`src/rtl/timing_multi.sv`:
```
// Multi-channel pulse-to-feedback interval timer: each channel counts clock edges
// from a qualified start pulse to a feedback catch, or to a fixed timeout.
//   state   | meaning
//   IDLE    | waiting for a qualified start; result and timeout flag held
//   BUSY    | counting edges until catch, timeout, restart, disable or clear
module timing_multi #(
  parameter int                CH      = 4,
  parameter int                WIDTH   = 32,
  parameter logic [WIDTH-1:0]  TIMEOUT = {WIDTH{1'b1}}
) (
  input  logic                  io_clk,
  input  logic                  io_rst_n,
  input  logic                  io_clear,
  input  logic [CH-1:0]         io_enable,
  input  logic [CH-1:0]         io_defaultLevel_Pulse,
  input  logic [CH-1:0]         io_pulsePort,
  input  logic [CH-1:0]         io_fbCatch,
  output logic [CH*WIDTH-1:0]   io_timing,
  output logic [CH-1:0]         io_valid,
  output logic [CH-1:0]         io_timeout,
  output logic [CH-1:0]         io_busy
);

  localparam logic [0:0] ST_IDLE = 1'b0;
  localparam logic [0:0] ST_BUSY = 1'b1;

  for (genvar n = 0; n < CH; n++) begin : g_ch
    logic             w_act;
    logic             w_start;
    logic             r_act_d;
    logic             r_act_d1;
    logic [0:0]       r_state;
    logic [WIDTH-1:0] r_cnt;
    logic [WIDTH-1:0] r_result;
    logic             r_valid;
    logic             r_timeout;

    assign w_act   = io_pulsePort[n] ^ io_defaultLevel_Pulse[n];
    assign w_start = w_act & r_act_d & ~r_act_d1;

    // History is kept already XORed with the idle level so reset can force it inactive.
    always_ff @(posedge io_clk or negedge io_rst_n) begin
      if (!io_rst_n) begin
        r_act_d  <= 1'b0;
        r_act_d1 <= 1'b0;
      end else begin
        r_act_d  <= w_act;
        r_act_d1 <= r_act_d;
      end
    end

    always_ff @(posedge io_clk or negedge io_rst_n) begin
      if (!io_rst_n) begin
        r_state   <= ST_IDLE;
        r_cnt     <= '0;
        r_result  <= '0;
        r_valid   <= 1'b0;
        r_timeout <= 1'b0;
      end else begin
        r_valid <= 1'b0;
        if (io_clear) begin
          r_state   <= ST_IDLE;
          r_cnt     <= '0;
          r_result  <= '0;
          r_timeout <= 1'b0;
        end else if (!io_enable[n]) begin
          r_state <= ST_IDLE;
          r_cnt   <= '0;
        end else if (w_start) begin
          r_state <= ST_BUSY;
          r_cnt   <= {{(WIDTH-1){1'b0}}, 1'b1};
        end else if (r_state == ST_BUSY) begin
          if (io_fbCatch[n]) begin
            r_result  <= r_cnt;
            r_timeout <= 1'b0;
            r_valid   <= 1'b1;
            r_state   <= ST_IDLE;
            r_cnt     <= '0;
          end else if (r_cnt == TIMEOUT) begin
            r_result  <= TIMEOUT;
            r_timeout <= 1'b1;
            r_valid   <= 1'b1;
            r_state   <= ST_IDLE;
            r_cnt     <= '0;
          end else begin
            r_cnt <= r_cnt + 1'b1;
          end
        end
      end
    end

    assign io_timing[n*WIDTH +: WIDTH] = r_result;
    assign io_valid[n]                 = r_valid;
    assign io_timeout[n]               = r_timeout;
    assign io_busy[n]                  = (r_state == ST_BUSY);
  end

endmodule

```
`config.mk`:
```
export PLATFORM = sky130hd
export DESIGN_NAME = timing_multi
export DESIGN_NICKNAME = d
export VERILOG_FILES = /design/src/rtl/timing_multi.sv
export SDC_FILE = /design/constraint.sdc
export NUM_CORES = 1
export LEC_CHECK = 0
export ABC_AREA = 1
export CAP_MARGIN = 20
export CORE_MARGIN = 8
export CORE_UTILIZATION = 49
export DETAILED_ROUTE_END_ITERATION = 7
export DONT_BUFFER_PORTS = 1
export PLACE_DENSITY_LB_ADDON = 0.15
export SYNTH_ARGS = -nofsm -noshare
export SYNTH_HDL_FRONTEND = slang
export SYNTH_SLANG_ARGS = --single-unit
```
`constraint.sdc`:
```
create_clock -name io_clk -period 2.16 [get_ports io_clk]
set_clock_uncertainty 0.1 [all_clocks]
set_input_delay 0.216 -clock io_clk [delete_from_list [all_inputs] [get_ports io_clk]]
set_output_delay 0.216 -clock io_clk [all_outputs]
set_load 0.05 [all_outputs]
```
==> summary.txt <==
outcome - complete, but fails checks
failing checks - hold timing
critical-path cell list - dlygate4sd3_1 > nand2_1 > dlygate4sd3_1 > nand3_1 > buf_4 > nand2_1 > nor2_2 > buf_4 > nand4_1 > nand2_1
Period Utilization, post-route - 95.50%
Yosys warning count - 0
CTS max path bufs - 3
cts bufs inserted - 30
sequential element share of the synthesized area - 44.36%
Initial DRC Count - 963
cell count after synthesis - 2173
most frequent CP cell - nand2_1
worst slew pin tran - 0.8560 ns
GRT Total Usage - 22.98%
number of port buffers - 0
Yosys top cell by area - dfrtp_1
clock sinks - 276
top post-synthesis cells by area - dfrtp_1 44%, nand2_1 22%, nand4_1 5.9%, nor2_1 5.1%, inv_1 4.9%
Ant. Diodes - 0
final setup vio count - 0
Leakage - 8.284 nW
max incr delay on CP - 0.57 ns
RR Endpoint - g_ch[1].r_cnt[9]
drt drc - 0
routing usage on met1 - 30.34%
Clk pwr share - 47.8%
EDFF count, synth - 0
die width - 194.3 µm
grt met2 use - 37.84%
CP startpoint kind - input port
CP bufs+invs - 4
initial antenna violation count - 1
beginning of the critical path - io_defaultLevel_Pulse[2]
Initial Util - 49.59%
chip height - 194.3 µm
Worst Hold Class - input port to async pin
Worst Reg-to-Reg Cells - 9
top-level port count - 159
Final Max Slew Viols - 0
H-tree level count - 1
crit path kind - input port to register
clk_lat worst skew - 0.56 ns
share of power burned in registers - 46.7%
vias - 13920
hold_ws - -0.7448 ns
Logic pwr share - 5.5%
total grt overflow - 0
first-pass GRT wire length - 72.75 mm
root buffer selected by CTS - clkbuf_16
final worst slack - 0.09730 ns
endpoints failing hold - 276
Antenna Violating Nets Remaining - 0
count leader, synth - nand2_1
Area Growth Syn to Fin - 11.56%
drt pass-1 iters - 6
Tmin final - 2.063 ns
total of max-cap violations - 0
share of layout cells above drive strength 1 - 7.748%
unrepaired setup endpoints after global routing - no
critical-path maximum fanout - 24
Syn Nets - 2196
met3 Use GR - 4.998%
nets@finish - 2207
CTS Hold Bufs - 29
distinct cell type count after synthesis - 29
gr busiest metal - met2
slowest CP cell - dlygate4sd3_1
largest net degree at the start of global routing - 277
Yosys reg bits - 276
Setup TNS Final - 0 ns
Pint - 0.008758 W
Synth top area share - 44.36%
Critical R2R Launch - g_ch[1].r_cnt[0]
power density over the cells - 659.5 nW/µm²
Vias/cell - 5.335
Final Routed Wirelength - 43.49 mm
peak supply drop - 0.0005680 V
total power - 0.01145 W
clk slew on worst S/H paths - 0.06 ns
Core Box Area - 31390 µm²
Slew headroom - 42.75%
Psw - 0.002697 W
TritonCTS clock tree - built
Rows - 65
vias in the first global route - 13700
CP required - 2.55 ns
DR WL/cell - 16.67 µm
Post-Place Worst Slack - 0.1791 ns
Switching Share - 23.54%
setup bufs post-CTS - 0
crit path DAT - 2.45 ns
FMAX - 0.4848 GHz
gp weighted congestion - 0.9222
crit end category - register
DIE AREA - 37730 µm²
Post-Syn Area per Cell - 7.165 µm²
DPL Wire Length - 30.36 mm
kind of cell adding the most delay to the critical path - buffers and inverters
worst reg2reg setup slack - 0.21 ns
top post-synthesis cells by count - 914 x nand2_1, 276 x dfrtp_1, 213 x nor2_1
Netlist Area Pre-Place - 15570 µm²
ys async rst share - 100.0%
Synth Flop Type - dfrtp_1
[metrics by stage]
stage                     util [%]  std cells  area, µm²
after detailed placement     50.84       2525      15960
after global placement       50.84       2525      15960
after floorplan                  -       2173      15570
after global routing         55.33       2609      17370
after CTS                    55.29       2609      17360
final                        55.33       2609      17370
[power by group through the flow]
stage,logic [W],registers [W],clock network [W]
after global routing,0.000696,0.00535,0.00581
after detailed placement,0.000527,0.00544,0
after floorplan,0.000436,0.00543,0
after global placement,0.000517,0.00544,0
after CTS,0.000631,0.00535,0.00563
final,0.000632,0.00535,0.00547
[layout by cell type (no fill, tap or decap), drive strengths merged]
master,count
inv,209
nand2,935
buf,52
dlygate4sd3,25
o21ai,78
clkinv,7
nor2,237
bufinv,3
clkbuf,45
nand3b,5
xor2,54
or2,1
nand3,87
xnor2,4
o22ai,31
ha,4
nand4,146
a21oi,8
dfrtp,276
[sequential cells by signal, summed over array words and instances, names as in the netlist]
signal and cells:
g_ch.r_state 4, g_ch.r_timeout 4, g_ch.r_result 128, g_ch.r_valid 4, g_ch.r_cnt 128, g_ch.r_act_d 4
g_ch.r_act_d1 4
[worst max-delay path by stage]
stage	end	slack (ns)	cells after the start
6_report	g_ch[2].r_result[8]	0.1	10
5_1_grt	g_ch[0].r_cnt[22]	0.003	6
2_1_floorplan	g_ch[0].r_result[10]	0.37	11
4_1_cts	g_ch[1].r_result[9]	0.13	9
3_5_place_dp	g_ch[1].r_result[13]	0.18	9
3_3_place_gp	g_ch[1].r_cnt[28]	0.26	9
[repair_timing]
action                                 4_1_cts  5_1_grt
resized for setup                            0        2
endpoints found under the hold margin      444      276
setup endpoints to repair                    0       15
[layer usage]
layer / vias to the layer above / wire (µm)
met5: - / 0
met4: 0 / 1053
met3: 75 / 3004
met2: 387 / 20140
met1: 6552 / 19300
li1: 6905 / -
[kinds of logic (layout without fill, tap and decap cells)]
| group | Yosys count | after routing | synth area share, % |
|---|---|---|---|
| AO/OA/AOI/OAI | 117 | 117 | 4.010 |
| adder cells (fa/ha/maj) | 4 | 4 | 0.3215 |
| AND/OR/NAND/NOR | 1411 | 1411 | 39.25 |
| XOR/XNOR | 58 | 58 | 3.263 |
| buffers and inverters | 307 | 341 | 8.792 |
| flip-flops | 276 | 276 | 44.36 |
[layout make-up]
cell class,instances,area (µm²)
clock buffers,45,938.4
flip-flops and latches,276,6907
multi-input cells,1590,7315
clock inverters,10,128.9
inverters,209,787.0
well taps,402,503.0
fillers,3013,14020
repair buffers,77,790.8
Note: power is estimated with default switching activity, not from simulation.
